[config.mk]
export PLATFORM = sky130hd
export DESIGN_NAME = xnor_match_unit
export DESIGN_NICKNAME = d
export VERILOG_FILES = /design/src/rtl/xnor_match_pkg.sv /design/src/rtl/xnor_match_unit_xnor_vec.sv /design/src/rtl/xnor_match_unit.sv
export SDC_FILE = /design/constraint.sdc
export NUM_CORES = 1
export LEC_CHECK = 0
export ABC_CLOCK_PERIOD_IN_PS = 2550
export BUFFER_PORTS_ARGS = -buffer_cell sky130_fd_sc_hd__buf_4
export CAP_MARGIN = 20
export CORE_MARGIN = 10
export CORE_UTILIZATION = 51
export CTS_CLUSTER_SIZE = 10
export DETAILED_ROUTE_END_ITERATION = 16
export GPL_TIMING_DRIVEN = 0
export MAX_ROUTING_LAYER = met4
export PLACE_DENSITY_LB_ADDON = 0.2
export SYNTH_ARGS = -nofsm -noshare
export SYNTH_HDL_FRONTEND = slang
export SYNTH_HIERARCHICAL = 1
export SYNTH_SLANG_ARGS = --single-unit
[constraint.sdc]
create_clock -name clk -period 2.55 [get_ports clk]
set_clock_uncertainty 0.2 [all_clocks]
set_input_delay 0.1275 -clock clk [delete_from_list [all_inputs] [get_ports clk]]
set_output_delay 0.1275 -clock clk [all_outputs]
set_load 0.02 [all_outputs]
[src/rtl/xnor_match_pkg.sv]
// Shared defaults for the masked XNOR pattern matcher.
package xnor_match_pkg;

    localparam int DEF_WIDTH   = 8;
    localparam int DEF_CNT_W   = 8;
    localparam int DEF_HIT_RUN = 3;

endpackage

[src/rtl/xnor_match_unit_xnor_vec.sv]
// Combinational masked bitwise XNOR: a bit counts as equal when it matches or is don't-care.
module xnor_vec
    import xnor_match_pkg::*;
#(
    parameter int WIDTH = DEF_WIDTH
) (
    input  logic [WIDTH-1:0] a,
    input  logic [WIDTH-1:0] b,
    input  logic [WIDTH-1:0] care,
    output logic [WIDTH-1:0] eq,
    output logic             all_eq
);

    assign eq     = ~(a ^ b) | ~care;
    assign all_eq = &eq;

endmodule

[src/rtl/xnor_match_unit.sv]
// Registered pattern matcher: compares each valid word against a programmable masked
// pattern, tracks the consecutive-match run and total hits, and flags long runs.
module xnor_match_unit
    import xnor_match_pkg::*;
#(
    parameter int WIDTH   = DEF_WIDTH,
    parameter int CNT_W   = DEF_CNT_W,
    parameter int HIT_RUN = DEF_HIT_RUN
) (
    input  logic             clk,
    input  logic             rst,
    input  logic             load_pat,
    input  logic [WIDTH-1:0] pat_in,
    input  logic [WIDTH-1:0] mask_in,
    input  logic             in_valid,
    input  logic [WIDTH-1:0] in_data,
    output logic             out_valid,
    output logic [WIDTH-1:0] bit_eq,
    output logic             match,
    output logic [CNT_W-1:0] run_cnt,
    output logic             detect,
    output logic [CNT_W-1:0] hit_cnt
);

    localparam logic [CNT_W-1:0] CNT_MAX = {CNT_W{1'b1}};
    localparam logic [CNT_W-1:0] CNT_ONE = CNT_W'(1);
    localparam logic [CNT_W-1:0] HIT_THR = CNT_W'(HIT_RUN);

    logic [WIDTH-1:0] pattern;
    logic [WIDTH-1:0] mask;
    logic [WIDTH-1:0] eq_comb;
    logic             all_eq_comb;
    logic [CNT_W-1:0] run_next;
    logic [CNT_W-1:0] hit_next;

    xnor_vec #(
        .WIDTH(WIDTH)
    ) u_xnor_vec (
        .a      (in_data),
        .b      (pattern),
        .care   (mask),
        .eq     (eq_comb),
        .all_eq (all_eq_comb)
    );

    // Idle cycles leave both counters untouched so a gap never breaks a run.
    always_comb begin
        run_next = run_cnt;
        hit_next = hit_cnt;
        if (in_valid) begin
            if (all_eq_comb) begin
                run_next = (run_cnt == CNT_MAX) ? run_cnt : run_cnt + CNT_ONE;
                hit_next = (hit_cnt == CNT_MAX) ? hit_cnt : hit_cnt + CNT_ONE;
            end else begin
                run_next = '0;
            end
        end
    end

    // A load in the same cycle as a valid word still reports that word's compare
    // result (against the old pattern), but the load's counter clear takes priority.
    always_ff @(posedge clk) begin
        if (rst) begin
            pattern   <= '0;
            mask      <= '1;
            out_valid <= 1'b0;
            bit_eq    <= '0;
            match     <= 1'b0;
            run_cnt   <= '0;
            hit_cnt   <= '0;
            detect    <= 1'b0;
        end else begin
            out_valid <= in_valid;
            if (in_valid) begin
                bit_eq <= eq_comb;
                match  <= all_eq_comb;
            end
            if (load_pat) begin
                pattern <= pat_in;
                mask    <= mask_in;
                run_cnt <= '0;
                hit_cnt <= '0;
                detect  <= 1'b0;
            end else begin
                run_cnt <= run_next;
                hit_cnt <= hit_next;
                detect  <= (run_next >= HIT_THR);
            end
        end
    end

endmodule

Word-level counts from Yosys, hierarchy flattened. Index checks and enable logic that the tools add are counted.

Register bits: 43. Bits in latches: 0. Bits in writable memories: 0. ROM bits: 0. Input port bits: 28. Output and inout port bits: 27. Logic and storage cells: 24. Memories: 0.

Add/sub/neg operators: 2. Multiply operators: 0. Div/mod/pow operators: 0. Order comparisons: 1. Equality and inequality tests: 2. Shift-type cells: 0. Mux-type cells: 3. Bitwise operators: 5. Reductions and logical operators: 3.

Operators by type and width (count): two-way mux 8 bit (3); adder 8 x 1 -> 8 bit (second input constant) (2); == test 8 bit (second input constant) (2); inverter 8 bit (2); AND reduction 10 bit (1); >= comparator 8 x 2 -> 1 bit (second input constant) (1); bitwise OR 8 bit (1); AND reduction 8 bit (1); bitwise XOR 8 bit (1); OR reduction 2 bit (1); inverter 1 bit (1).

Longest topological paths before layout.
Depth after elaboration: 7. Depth in mapped cells: 9. Gate-level depth less buffers: 8.

Modules after synthesis. The synthesis kept the hierarchy.

By module, submodules not included: xnor_match_unit (instances 1, cells each 190, area an instance 1813.0 um^2); xnor_vec (instances 1, cells each 21, area an instance 138.9 um^2).

Least setup slack after synthesis. OpenSTA, ideal clock, no wires.

Path kind: register to register. Start: register pattern[7]. End: register hit_cnt[3]. Arrival: 1778 ps. Setup slack: 502 ps. Stages on the path, launching flop included: 9. Buffers on the path: 1. Clock period less this slack: 2048 ps. Path through: dfxtp_1 -> xor2_1 -> a22oi_1 -> and4_1 -> nand2_1 -> a41o_1 -> buf_6 -> or3_1 -> a21oi_1.

Longest elaborated chain between the ends: 4.

Ends and longest elaborated chain: start, declared (line xnor_match_unit.sv:29) `logic [WIDTH-1:0] pattern;`; start signal, assigned (line xnor_match_unit.sv:79) `pattern <= pat_in;`; bitwise XOR 8 bit (line xnor_match_unit_xnor_vec.sv:14) `assign eq = ~(a ^ b) | ~care;`; inverter 8 bit (line xnor_match_unit_xnor_vec.sv:14); bitwise OR 8 bit (line xnor_match_unit_xnor_vec.sv:14); AND reduction 10 bit (no line); end signal, assigned (line xnor_match_unit.sv:86) `hit_cnt <= hit_next;`; end, declared (line xnor_match_unit.sv:22) `output logic [CNT_W-1:0] hit_cnt`.

No other way between the ends. A chain may end at the register's enable or synchronous reset.

Worst setup path after layout.
Start: register pattern[1]. End: register hit_cnt[4].

The elaborated chain is that of the path after synthesis.

==> impl_summary.log <==
INFO  metric layout-drive-gt1-share = 24.1%
INFO  metric die_area = 6700 um2
INFO  metric start_util = 52.9%
INFO  metric worst_r2r_path_depth = 8
INFO  metric clk_transition_reported_paths = 0.08 ns
INFO  metric pwr_density_cell = 524 nW/um2
INFO  metric die_y = 81.9 um
INFO  metric synth_top_area_share = 44.1%
INFO  metric fillCellCount = 286
INFO  metric crit_end = hit_cnt[4]$_SDFFE_PP0P_
INFO  metric boundaryPins = 55
INFO  metric dieWidth = 81.9 um
INFO  metric ys_types = 42
INFO  metric power.leakage = 1.22 nW
INFO  metric ys_async_sr_fraction = 0%
INFO  metric ys_ff_latch = 43
INFO  metric clkLatencyLatePin = 0.29 ns
INFO  metric synth-main-ff-cell = sky130_fd_sc_hd__dfxtp_1
INFO  metric rsz0062_at_grt = no
INFO  metric largest_cells_by_area_after_synthesis = sky130_fd_sc_hd__dfxtp_1 (44%), sky130_fd_sc_hd__mux2i_1 (10%), sky130_fd_sc_hd__nor2_1 (6.2%)
INFO  metric drt_iter0_drc = 88
INFO  metric numPortBuffers = 53
INFO  metric place_congestion = 0.833
INFO  metric worst_hold_path_class = input pin to flop
INFO  metric cts.root.buffer_cell = sky130_fd_sc_hd__clkbuf_8
INFO  metric cp.arrival = 2.35 ns
INFO  metric synth.yosys.seq_area_share = 44.1%
INFO  metric area_delta_synth_final = 40.5%
INFO  metric syn-cell-area = 1950 um2
INFO  metric synth-simple-area-share = 22.1%
INFO  metric worstReg2RegEnd = hit_cnt[4]$_SDFFE_PP0P_
INFO  metric ant_nets = 0
INFO  metric yosys.area_share.adder = 1.28%
INFO  metric criticalPathCategory = flop to flop
INFO  metric finish.cell_count_without_fillers = 342
INFO  metric synth-xor-area-share = 5.38%
INFO  metric sink_count = 43
INFO  metric yosys_warnings = 6
INFO  metric rr_startpoint = pattern[1]$_SDFFE_PP0P_
INFO  metric place.detailed.hpwl = 3520 um
INFO  metric design_area = 2740 um2
INFO  metric setup-tns-final = 0 ns
INFO  metric first_global_vias = 1,842
INFO  metric p_total = 1.44 mW
INFO  metric cts_max_path_buffers = 2
INFO  metric finalSetupViolations = 0
INFO  metric gate_count_after_technology_mapping = 211
INFO  metric number_of_antenna_violations_at_the_first_check_in_global_routing = 0
INFO  metric finalMaxSlewViolations = 0
INFO  metric final_critical_path_setup_slack = 0.226 ns
INFO  metric slew_headroom = 65.9%
INFO  metric cts_buffers = 5
INFO  metric synth.mux.area_fraction = 10.3%
INFO  metric post_drt_via_cell_ratio = 5.37
INFO  metric syn-mean-instance-area = 9.25 um2
INFO  metric ff_to_ff_setup_slack = 0.23 ns
INFO  metric dr.pass1.iters = 4
INFO  metric layout.nets = 324
INFO  metric drt_drc_violations_left = 0
INFO  metric cap_violations = 0
INFO  metric synth-edff-count = 0
INFO  metric worstSetupStartpointType = flop
INFO  metric std_cell_rows = 22
INFO  metric worst_ep_required_time = 2.58 ns
INFO  metric min_path_cells = 5
INFO  metric final_hold_viol_count = 0
INFO  metric globalRouteOverflowTotal = 0
INFO  metric postRouteWirelength = 5220 um
INFO  metric dp_worst_setup_slack = 0.278 ns
INFO  metric timing.critical_path.fanout_max = 9
INFO  metric htreeDepth = 2
INFO  metric synth_top_family_by_area = simple AND/OR/NAND/NOR gates
INFO  metric synth.top_cells.by_count = sky130_fd_sc_hd__dfxtp_1 (43), sky130_fd_sc_hd__nor2_1 (32), sky130_fd_sc_hd__mux2i_1 (20), sky130_fd_sc_hd__nand2_1 (15), sky130_fd_sc_hd__nor2b_1 (10)
INFO  metric post_route_fraction_of_the_period_consumed_by_the_critical_path = 91.1%
INFO  metric antenna_cell_count = 0
INFO  metric cts_resized = 0
INFO  metric worst_pin_slew = 0.512 ns
INFO  metric timing.critical_path.to_type = flop
INFO  metric tritoncts = built
INFO  metric timing.final.crit_period = 2.32 ns
INFO  metric yosysTopAreaCell = sky130_fd_sc_hd__dfxtp_1
INFO  metric grt_start_max_net_pins = 13
INFO  metric wl_per_cell = 15.3 um
INFO  metric syn_nets = 241
INFO  metric power.ir.vdd_worst = 0.000476 V
INFO  metric placed_cell_area = 2410 um2
INFO  metric crit_start = pattern[1]$_SDFFE_PP0P_
INFO  metric hold_path.startpoint = in_data[5]
INFO  metric run_status = completed
INFO  metric grt_use_total = 16.6%
INFO  metric post_synthesis_compound_gate_area_fraction = 13.7%
INFO  metric max_freq = 430 MHz
INFO  metric place.detailed.instances = 312
INFO  metric core_area = 3690 um2
INFO  metric grt_first_pass_wirelength = 8510 um
INFO  metric synthMostInstantiatedCell = sky130_fd_sc_hd__dfxtp_1
INFO  metric postCtsSetupBuffers = 0
INFO  metric hold_buffers = 23
INFO  metric route.vias.total = 1,838
[layer usage]
metal / vias to the layer above / share of wire (%) / wire [um] / track usage [%]
met5: - / 0 / 0 / -
met4: 0 / 1.6 / 81 / 5.78
met3: 7 / 6.7 / 350 / 5.35
met2: 57 / 50 / 2600 / 27.7
met1: 870 / 42 / 2190 / 18.2
li1: 904 / - / - / -
[layout make-up]
| cell class | count | area (um2) | area share, % |
|---|---|---|---|
| Multi-Input combinational cell | 155 | 1030 | 37.5 |
| Clock inverter | 1 | 30.0 | 1.09 |
| Timing Repair Buffer | 76 | 628 | 22.9 |
| Tap cell | 48 | 60.1 | 2.19 |
| Inverter | 3 | 11.3 | 0.411 |
| Buffer | 10 | 51.3 | 1.87 |
| Sequential cell | 43 | 861 | 31.4 |
| Clock buffer | 6 | 72.6 | 2.65 |
[how the worst min path moves through the flow]
stage	end
after global routing	bit_eq[0]$_SDFFE_PP0P_
final	bit_eq[5]$_SDFFE_PP0P_
after CTS	bit_eq[3]$_SDFFE_PP0P_
after global placement	mask[7]$_SDFFE_PP1P_
after detailed placement	mask[6]$_SDFFE_PP1P_
after floorplan	mask[7]$_SDFFE_PP1P_
[per-stage QoR]
stage          hold slack (ns)  util, %
2_1_floorplan           0.0454        -
3_3_place_gp             0.133     65.3
3_5_place_dp             0.138     65.3
4_1_cts                0.00553     74.4
5_1_grt                 0.0469     74.4
6_report                0.0108     74.4
[layout by cell type, fill, tap and decap left out, types with 3 or more instances in the layout]
cell / netlist / routed
sky130_fd_sc_hd__clkbuf_8: 0 / 5
sky130_fd_sc_hd__dfxtp_1: 43 / 43
sky130_fd_sc_hd__buf_4: 0 / 53
sky130_fd_sc_hd__and4_1: 3 / 3
sky130_fd_sc_hd__nand2b_1: 3 / 3
sky130_fd_sc_hd__a21oi_1: 4 / 4
sky130_fd_sc_hd__nor2b_1: 10 / 10
sky130_fd_sc_hd__dlygate4sd3_1: 0 / 23
sky130_fd_sc_hd__a22oi_1: 4 / 4
sky130_fd_sc_hd__a211o_1: 8 / 8
sky130_fd_sc_hd__o21ai_0: 7 / 7
sky130_fd_sc_hd__nor2_1: 32 / 32
sky130_fd_sc_hd__buf_2: 5 / 5
sky130_fd_sc_hd__mux2i_1: 20 / 20
sky130_fd_sc_hd__nand2_1: 15 / 15
sky130_fd_sc_hd__xor2_1: 9 / 9
sky130_fd_sc_hd__inv_1: 3 / 3
sky130_fd_sc_hd__clkbuf_1: 4 / 5
sky130_fd_sc_hd__nand3_1: 4 / 4
sky130_fd_sc_hd__xnor2_1: 3 / 3
sky130_fd_sc_hd__nand4_1: 3 / 3
[worst max-delay path: stages (launching register included)]
cell and delay [ns]:
sky130_fd_sc_hd__dfxtp_1 0.32, sky130_fd_sc_hd__xor2_1 0.17, sky130_fd_sc_hd__a22oi_1 0.24, sky130_fd_sc_hd__and4_1 0.37, sky130_fd_sc_hd__nand2_1 0.11, sky130_fd_sc_hd__a41o_1 0.22, sky130_fd_sc_hd__buf_6 0.14, sky130_fd_sc_hd__or3_1 0.34
sky130_fd_sc_hd__a21oi_1 0.13
[cells by family after synthesis]
logic type / count (synthesis)
XOR/XNOR: 12
AO/OA/AOI/OAI: 37
AND/OR/NAND/NOR: 84
flip-flops: 43
adder cells (fa/ha/maj): 2
buffers and inverters: 13
multiplexers: 20
[state kept, by name (all words and copies together) (netlist names)]
| signal | count |
|---|---|
| bit_eq | 8 |
| detect | 1 |
| hit_cnt | 8 |
| mask | 8 |
| match | 1 |
| out_valid | 1 |
| pattern | 8 |
| run_cnt | 8 |
[report_power, final]
group / leakage (nW) / switching (mW) / internal, mW / total, mW
clock: 0.0513 / 0.223 / 0.287 / 0.510
combinational: 0.813 / 0.0971 / 0.113 / 0.210
sequential: 0.353 / 0.0178 / 0.700 / 0.718
total: 1.22 / 0.338 / 1.10 / 1.44
Note: power is estimated with default switching activity, not from simulation.
